## config.mk

```make
export PLATFORM = sky130hd
export DESIGN_NAME = egress_arbiter
export DESIGN_NICKNAME = d
export VERILOG_FILES = /design/src/rtl/switch_pkg.sv /design/src/rtl/rr_picker.sv /design/src/rtl/egress_arbiter.sv
export SDC_FILE = /design/constraint.sdc
export NUM_CORES = 1
export LEC_CHECK = 0
export CAP_MARGIN = 10
export CORE_AREA = 2 2 56 48
export CTS_BUF_LIST = sky130_fd_sc_hd__clkbuf_4
export CTS_CLUSTER_DIAMETER = 30
export DETAILED_ROUTE_END_ITERATION = 7
export DIE_AREA = 0 0 58 50
export HOLD_SLACK_MARGIN = 0.08
export PLACE_DENSITY = 0.56
export RECOVER_POWER = 25
export SYNTH_ARGS = -nofsm -noshare
export SYNTH_HDL_FRONTEND = slang
export SYNTH_SLANG_ARGS = --single-unit
```

## constraint.sdc

```tcl
create_clock -name clk -period 2.4 [get_ports clk]
set_clock_uncertainty 0.2 [all_clocks]
set_input_delay 0.36 -clock clk [delete_from_list [all_inputs] [get_ports clk]]
set_output_delay 0.36 -clock clk [all_outputs]
set_load 0.01 [all_outputs]
```

## src/rtl/switch_pkg.sv

```systemverilog
// switch_pkg: types and defaults shared by the switch ingress, parser and egress arbiters
package switch_pkg;
    localparam int NUM_PORTS_DEF = 4;
    typedef logic [$clog2(NUM_PORTS_DEF)-1:0] port_idx_t;
    typedef enum logic {ARB_IDLE, ARB_GRANT} arb_state_t;
    typedef enum logic [1:0] {ERR, SDP, MDP, BDP} p_type;
endpackage

```

## src/rtl/rr_picker.sv

```systemverilog
// rr_picker: rotated priority encoder; first set req bit after last wins, wrapping mod N
module rr_picker import switch_pkg::*; #(
    parameter int N = NUM_PORTS_DEF,
    localparam int W = $clog2(N)
) (
    input  logic [N-1:0] req,
    input  logic [W-1:0] last,
    output logic [W-1:0] winner,
    output logic         any
);
    always_comb begin
        logic [W-1:0] idx;
        winner = '0;
        any = 1'b0;
        idx = last;
        for (int i = 0; i < N; i++) begin
            idx = (idx == W'(N - 1)) ? '0 : idx + W'(1);
            if (!any && req[idx]) begin
                winner = idx;
                any = 1'b1;
            end
        end
    end
endmodule

```

## src/rtl/egress_arbiter.sv

```systemverilog
// egress_arbiter: round-robin selection of one ingress head per output, with
// valid/ready handshake, single-cycle pop to the winner and timeout drop
module egress_arbiter import switch_pkg::*; #(
    parameter int NUM_PORTS = NUM_PORTS_DEF,
    parameter int PORT_ID = 0,
    parameter int TIMEOUT = 16,
    localparam int W = $clog2(NUM_PORTS),
    localparam int CW = $clog2(TIMEOUT) + 1
) (
    input  logic                           clk,
    input  logic                           rst,
    input  logic [NUM_PORTS-1:0]           head_valid,
    input  logic [NUM_PORTS*NUM_PORTS-1:0] head_target,
    input  logic                           out_ready,
    output logic                           out_valid,
    output logic [W-1:0]                   mux_select,
    output logic [NUM_PORTS-1:0]           pop,
    output logic                           drop,
    output logic                           busy
);
    arb_state_t state_q, state_d;
    logic [NUM_PORTS-1:0] req;
    logic [W-1:0] winner_q, winner_d, last_q, last_d, pick;
    logic [CW-1:0] wait_q, wait_d;
    logic any, in_grant, timeout, fire;
    logic unused_tgt;

    for (genvar g = 0; g < NUM_PORTS; g++) begin : g_req
        assign req[g] = head_valid[g] & head_target[g*NUM_PORTS+PORT_ID];
    end
    // only this output's bit of each mask matters here
    assign unused_tgt = ^head_target;

    rr_picker #(.N(NUM_PORTS)) u_pick (
        .req    (req),
        .last   (last_q),
        .winner (pick),
        .any    (any)
    );

    assign in_grant = state_q == ARB_GRANT;
    assign timeout = !out_ready && wait_q == CW'(TIMEOUT - 1);
    assign fire = in_grant && (out_ready || timeout);
    assign pop = fire ? {{(NUM_PORTS-1){1'b0}}, 1'b1} << winner_q : '0;
    assign drop = in_grant && timeout;
    assign out_valid = in_grant;
    assign busy = in_grant;
    assign mux_select = winner_q;

    always_comb begin
        state_d = state_q;
        winner_d = winner_q;
        last_d = last_q;
        wait_d = wait_q;
        if (!in_grant) begin
            wait_d = '0;
            if (any) begin
                state_d = ARB_GRANT;
                winner_d = pick;
            end
        end else if (fire) begin
            state_d = ARB_IDLE;
            last_d = winner_q;
        end else if (!req[winner_q]) begin
            state_d = ARB_IDLE;
        end else begin
            wait_d = (&wait_q) ? wait_q : wait_q + CW'(1);
        end
    end

    always_ff @(posedge clk) begin
        if (rst) begin
            state_q <= ARB_IDLE;
            winner_q <= '0;
            last_q <= W'(NUM_PORTS - 1);
            wait_q <= '0;
        end else begin
            state_q <= state_d;
            winner_q <= winner_d;
            last_q <= last_d;
            wait_q <= wait_d;
        end
    end
endmodule
```

# Word level (Yosys, flattened, before mapping)
# Cells that the tools add are included.
# op_classes
addsub,5
order_cmp,5
n_eq_ne,5
shift,1
n_mux,27
n_bitwise,7
n_reduce_logical,16
# ops
op,n
2-to-1 mux 2 bit,8
"< comparator 2 x 3 -> 1 bit, second input constant",5
2-to-1 mux 1 bit,13
binary-select mux 1 bit (select 2 bit),5
"adder 2 x 1 -> 2 bit, second input constant",4
"== test 2 bit, second input constant",4
logical AND 1 bit,6
"adder 5 x 1 -> 5 bit, second input constant",1
"== test 5 x 4 -> 1 bit, second input constant",1
AND reduction 5 bit,1
bitwise AND 1 bit,4
logical NOT 1 bit,4
2-to-1 mux 4 bit,1
AND reduction 2 bit,2
"<< shifter 1 x 2 -> 4 bit, first input constant",1
inverter 1 bit,3
AND reduction 3 bit,1
OR reduction 2 bit,1
logical OR 1 bit,1
# word_totals
reg_bits,10
inputBits,23
out_inout_bits,9
elab_cells,70

# Depth between registers and ports, before layout
# depth
depth_word,16
depth_mapped,7
mapped_depth_nobuf,7

# Modules after synthesis
# Synthesis repeated with hierarchy kept, for this count alone.
# unflattened
cells_unflattened,80
hier_area_um2,688.2
# by_module_without_submodules
module,instances,cells_each,area_per_inst_um2,seq_area_each_um2
egress_arbiter,1,65,580.6,200.2
rr_picker,1,15,107.6,0.0

# Least setup slack after synthesis
# No wires, ideal clock.
# synth_path
kind,register to register
start,reg wait_q[0]
end,reg wait_q[0]
setup_ns,0.070
arrival_time_ns,1.744
required_time_ns,2.130
setup_slack_ns,0.386
path_stages_with_launch,8
n_path_buf,0
synth_period_minus_slack_ns,2.014
path_cell_list,dfxtp_1 ha_1 and3_1 ha_1 o21ai_1 nand2b_1 or3_1 a21oi_1
# synth_via
elab_chain_cells,6
elab_cells_between_ends,9
cone_classes,1 x add/sub; 1 x eq/ne; 2 x bitwise; 5 x reduce/logical
# synth_lines
element,line_no,source
start: declaration,egress_arbiter.sv:24,"logic [CW-1:0] wait_q, wait_d;"
start signal: assignment,egress_arbiter.sv:81,wait_q <= wait_d;
== test 5 x 4 -> 1 bit,egress_arbiter.sv:42,assign timeout = !out_ready && wait_q == CW'(TIMEOUT - 1);
logical AND 1 bit,egress_arbiter.sv:42,
logical OR 1 bit,egress_arbiter.sv:43,assign fire = in_grant && (out_ready || timeout);
logical AND 1 bit,egress_arbiter.sv:43,
inverter 1 bit (no source line),n/a,
AND reduction 3 bit (no source line),n/a,
# Several ways; a longest one is shown, not always the timed one.
# A chain may end at the register's enable or synchronous reset.

# Worst setup path after layout
# layout_path
start,reg wait_q[0]
end,out pop[3]
# layout_via
elab_chain_cells,5
# layout_lines
element,line_no,source
== test 5 x 4 -> 1 bit,egress_arbiter.sv:42,
logical AND 1 bit,egress_arbiter.sv:42,
logical OR 1 bit,egress_arbiter.sv:43,
logical AND 1 bit,egress_arbiter.sv:43,
2-to-1 mux 4 bit,egress_arbiter.sv:44,"assign pop = fire ? {{(NUM_PORTS-1){1'b0}}, 1'b1} << winner_q : '0;"
end: declaration,egress_arbiter.sv:17,"output logic [NUM_PORTS-1:0] pop,"
# Every way passes these cells.

==> flow_summary.toml <==
[global_routing]
grt_pass1_vias = 628
grt_first_pass_wirelength_mm = 2.75
antenna_found_initial = 0
grt_remaining_overflow = 0
grt.total_usage_pct = 12.2
grt_max_degree = 10

[worst_setup_path]
crit_type = "reg2out"
start_kind = "flip-flop"
r2r-end = "wait_q[2]$_SDFFE_PP0P_"
end_kind = "output port"
reg2reg_depth = 9
rrSetupSlack_ps = 190
regToRegStartpoint = "wait_q[0]$_SDFFE_PP0P_"
cp.arrival_ps = 1660
cp_data_required_time_ps = 1840
cp_max_fo = 3

[timing]
fin_setup_tns_ps = 0
drv_slew = 0
hold_violations = 0
setup_viol = 0
relSlewSlack_pct = 79.0
worstMarginPinSlew_ps = 314
fmax_mhz = 451
rsz0062_at_grt = "no"
period_share_pct = 92.4
period_needed_ps = 2220

[drt]
vias_per_cell = 5.28
detail_route.drc_violations = 0
first_pass_iters = 6
wl_mm = 1.61
ant_nets = 0
drtIter0Drc = 22
wl_per_cell_um = 12.1
vias = 702

[place]
gp_congestion = 0.849
io_buffers = 19
place_inst = 128
hpwl_mm = 1.30

[floorplan]
die_y_um = 50
dieWidth_um = 58
dieArea_um2 = 2900
start_util_pct = 28.8
io_pins = 32
num_rows = 16
core-area_um2 = 2320

[clock_network]
clockBufferDepth = 2
cts_made_buffers = 3
clk_latency_ps = 260
path_clk_slew_ps = 70
root_buffer = "clkbuf_4"
cts_htree_levels = 1
clock_sinks = 10
cts_tree = "built"

[hold_path]
holdPathEnd = "last_q[1]$_SDFFE_PP1P_"
min_path_cells = 2
worstHoldStart = "last_q[1]$_SDFFE_PP1P_"
hold_path.class = "reg2reg"

[pwr]
ir_worst_vdd_mv = 0.186
p_leak_nw = 0.393
power.density_nw_per_um2 = 465

[finish]
fillers = 241
drive_above_1_share_pct = 17.9
n_antenna_cell = 0
nNetsFinal = 134
fin_cells = 133
synthToLayoutAreaGrowth_pct = 39.3

[synthesis]
synthArstFlopShare_pct = 0
synth.most_common_cell = "nand2_1"
avgSynthCellArea_um2 = 8.37
syn_area_um2 = 669
netlist.area_leader.share_pct = 29.9
synth_fp_nets = 107
ys_seq_area_share_pct = 29.9
ys_top_cells_by_area = "dfxtp_1 30%, ha_1 7.5%, nand2_1 6.2%, mux4_1 3.9%, a21oi_1 3.7%"
yosys-top-cells-count = "11 x nand2_1, 10 x dfxtp_1, 5 x a21oi_1"
ys_warn_count = 0
synth_cells = 80
synth_enable_flop_cells = 0
synth_cell_types = 34
ys_seq_elements = 10
synth-main-ff-cell = "dfxtp_1"
yosys.area.top_type = "dfxtp_1"

[run_status]
status = "finished clean"

[job]
drv_cap = 0
[state kept, by name (all words and copies together), names as in the netlist]
signal	cells
mux_select	2
wait_q	5
last_q	2
busy	1
[power breakdown]
group | switching, W | internal [W]
registers | 0.0000151 | 0.000176
clock network | 0.0000577 | 0.0000600
logic | 0.0000567 | 0.0000678
[worst max path at each step]
stage,startpoint,to,slack (ps),cells past startpoint
2_1_floorplan,wait_q[0]$_SDFFE_PP0P_,wait_q[0]$_SDFFE_PP0P_,390,7
4_1_cts,wait_q[1]$_SDFFE_PP0P_,pop[1],40,7
3_3_place_gp,wait_q[0]$_SDFFE_PP0P_,pop[3],20,6
3_5_place_dp,wait_q[0]$_SDFFE_PP0P_,pop[3],20,6
6_report,wait_q[0]$_SDFFE_PP0P_,pop[3],180,6
5_1_grt,wait_q[0]$_SDFFE_PP0P_,pop[1],50,7
[cell usage in the layout, fill, tap and decap left out, types with 3 or more instances in the layout]
cell and instances:
clkdlybuf4s50_1 13, nand2_1 11, dfxtp_1 9, buf_4 6, a21oi_1 5, nor2_1 4, and2_1 4, nand3_1 4
o21ai_0 4, clkbuf_2 4, nor3_1 3, clkbuf_4 3
[cell families after synthesis]
group                    synth area share [%]
multiplexers                             7.29
flip-flops                               29.9
AND/OR/NAND/NOR                          28.4
AO/OA/AOI/OAI                            22.4
buffers and inverters                    4.49
adder cells (fa/ha/maj)                  7.48
[metal layers]
metal / GRT usage (%) / part of all wire (%)
met3: 4.20 / 7.4
met2: 18.4 / 43
met5: 0 / 0
met1: 15.9 / 49
met4: 5.04 / 1.0
[repair_timing]
action,4_1_cts,5_1_grt
pin swaps,1,1
hold buffers,0,0
endpoints found under the setup margin,5,4
setup buffers,0,1
resized for setup,10,8
[per-stage QoR]
stage	setup WS [ps]	instance area (um^2)	total power [W]	utilization [%]	hold WS (ps)
after floorplan	386	669	0.000267	-	229
after global placement	20.2	908	0.000319	39.1	273
after detailed placement	23.3	908	0.000320	39.1	271
after CTS	39.0	941	0.000438	40.5	287
after global routing	51.2	932	0.000465	40.1	322
final	182	932	0.000433	40.1	284
[critical path: stages, from the launching register on]
cell and delay (ps):
dfxtp_1 320, ha_2 190, and3_4 180, ha_2 180
o21a_1 200, and3_2 210, clkbuf_2 120
[cell type report]
type	count	area [um^2]	share of cell area, %
clock buffer	3	22.5	2.42
clock inverter	1	3.75	0.403
inverter	2	7.51	0.805
multi-input combinational	65	449	48.2
sequential	10	201	21.6
tap	27	33.8	3.62
timing repair buffer	25	214	23.0
Note: power is estimated with default switching activity, not from simulation.
==> RTL change, RTL diff (same settings) <==
The package constant `NUM_PORTS_DEF` goes from 4 to 2.
--- a/src/rtl/switch_pkg.sv
+++ b/src/rtl/switch_pkg.sv
@@ -1,6 +1,6 @@
 // switch_pkg: types and defaults shared by the switch ingress, parser and egress arbiters
 package switch_pkg;
-    localparam int NUM_PORTS_DEF = 4;
+    localparam int NUM_PORTS_DEF = 2;
     typedef logic [$clog2(NUM_PORTS_DEF)-1:0] port_idx_t;
     typedef enum logic {ARB_IDLE, ARB_GRANT} arb_state_t;
     typedef enum logic [1:0] {ERR, SDP, MDP, BDP} p_type;
Interface: changed (resized head_target, head_valid, mux_select and pop); port bits go from 32 to 15. No check against the original RTL was run, so the function may have changed too.
==> RTL change against the original RTL <==
- worst setup slack got worse by 0.089 ns
- cell count down 29%
- sequential cell count fell by 2
- cell area decreased by 26%
- first-iteration DRC count fell by 68%
- routed wire length is 41% lower
- area after synthesis shrank 24%
- register-to-register slack better by 0.19 ns
- critical path type unchanged
- critical endpoint is now pop[1]
Power is not compared: it rests on default switching activity, and its combinational part moved more than twofold at a synthesized area within 25%.
==> RTL change: results (changes against the original RTL) <==
Status
The flow ran to the end, and the final reports show no timing, DRC or antenna violations.

GRT
The global-route usage over all layers is 0.07618 (-0.04625). The wire length of the first global-routing pass is 1593 um (-42%). The number of antenna violations at the first check in global routing is 0 (unchanged). The number of global-route vias before repair is 379 (-40%). The largest net degree at the start of global routing came to 11 (+1).

Critical path
In this design, the largest share of critical-path delay is due to adder cells. The worst-path maximum fanout is 4 (+1). For this run, the slowest stage of the critical path takes 0.33 ns. The critical path data arrival time is 1.75 ns (+0.09 ns). On the critical path, the stage with the largest delay is an instance of sky130_fd_sc_hd__dfxtp_2.

Clock tree
The number of buffers on the longest clock path is 2 (unchanged). The clock transition at the registers of the reported paths was 0.05 ns (-0.02 ns). The cell at the root of the clock tree is sky130_fd_sc_hd__clkbuf_4. The CTS buffer count is 3 (unchanged).

The H-tree depth is 1 (unchanged). Clock latency on the worst-skew pair, taken at its later pin, is roughly 0.25 ns.

Synth
The most frequently used flop master after synthesis is sky130_fd_sc_hd__dfxtp_1. The total of warnings raised by yosys is 0 (unchanged). Counting instances in the post-synthesis netlist gives the leading cell types as 8 x sky130_fd_sc_hd__dfxtp_1, 8 x sky130_fd_sc_hd__nand2_1, 5 x sky130_fd_sc_hd__mux2i_1.

The number of distinct library cell variants in the gate-level netlist after synthesis is 25 (-26%). The sequential cell area fraction in the yosys report is 0.3145 (+0.01543). The net count of the mapped netlist is 64 (-40%). After synthesis, the cell types taking the most area are sky130_fd_sc_hd__dfxtp_1 31%, sky130_fd_sc_hd__mux2i_1 9.8%, sky130_fd_sc_hd__ha_1 7.4%. The count of flip-flops with a built-in enable after synthesis is 0 (unchanged). The async set or reset register ratio after synthesis came to 0 (unchanged).

Final layout
The layout cell share with drive strength beyond 1 is 0.1791 (about the same). The register with the most flip-flops is wait_q. The number of fillers in the final layout is 252 (+4.6%). The net count of the finished layout is 81 (-40%). The number of flip-flops under the largest register name is 5 (unchanged).

The number of antenna cells inserted is 0 (unchanged).

Drt
The total via count in the routed design came to 418 (-40%). The first-pass iteration count of the detailed router came to 3 (-3). The routed length per instance is 10.11 um (-16%). The initial detailed-routing violation count is 7 (-68%).

Placement
The last weighted congestion value of the routability-driven placer is 0.7470 (-12%). The final HPWL from detailed placement is 757.7 um (-42%). The count of input and output buffers was 12 (-7). The post-placement setup slack is 0.08937 ns (+0.06603 ns).

Timing
The worst-margin pin slew is 0.3003 ns (-0.01379 ns). The number of slew-limit violations in the final report is 0 (unchanged).

Power
In this run the static leakage power is 0.0002654 uW. Across the VDD grid, the largest voltage drop is 0.1895 mV.

Min path
The tightest min-delay check is of the reg -> reg type.
## RTL change: logic make-up after synthesis
kind of cell,Yosys count,synth area share
flip-flops,8,0.3145
AND/OR/NAND/NOR,20,0.2457
multiplexers,5,0.09828
AO/OA/AOI/OAI,12,0.2285
buffers and inverters,4,0.03931
adder cells (fa/ha/maj),3,0.07372
## RTL change: layout make-up
cell class                      instances  share of cell area
Multi-Input combinational cell         40              0.4838
Sequential cell                         8              0.2329
Inverter                                2             0.01083
Timing Repair Buffer                   14              0.1913
Clock buffer                            3             0.03249
Tap cell                               27             0.04874
## RTL change: timing repair
| action | in CTS | in global routing |
|---|---|---|
| gates cloned | 0 | 0 |
| hold endpoints to repair | 0 | 0 |
| gates resized for setup | 7 | 1 |
| setup endpoints to repair | 3 | 1 |
| setup buffers | 0 | 0 |
## RTL change: path summary, 6_finish.rpt
kind	start	slack [ns]	end	cells past startpoint
worst max-delay path	wait_q[0]	0.09	pop[1]	6
worst min-delay path	wait_q[3]	0.27	wait_q[3]	2
worst max register to register	wait_q[0]	0.38	wait_q[0]	7
worst min register to register	wait_q[3]	0.27	wait_q[3]	2
## RTL change: metrics by stage
step           instance area, um2  std cells
2_1_floorplan               509.2         52
3_3_place_gp                665.6         91
3_5_place_dp                665.6         91
4_1_cts                     691.9         94
5_1_grt                     693.2         94
6_report                    693.2         94
## RTL change: report_power, final
group          switching [uW]  internal [uW]
logic                    24.2           32.3
clock network            42.9           57.0
registers                6.41            137
total                    73.5            227
## RTL change: per-layer routing
metal,part of all wire,vias to the layer above,GRT usage
li1,-,216,-
met1,0.50,193,0.08976
met2,0.42,7,0.09848
met3,0.074,2,0.05249
met4,0.014,0,0.04651
met5,0,-,0
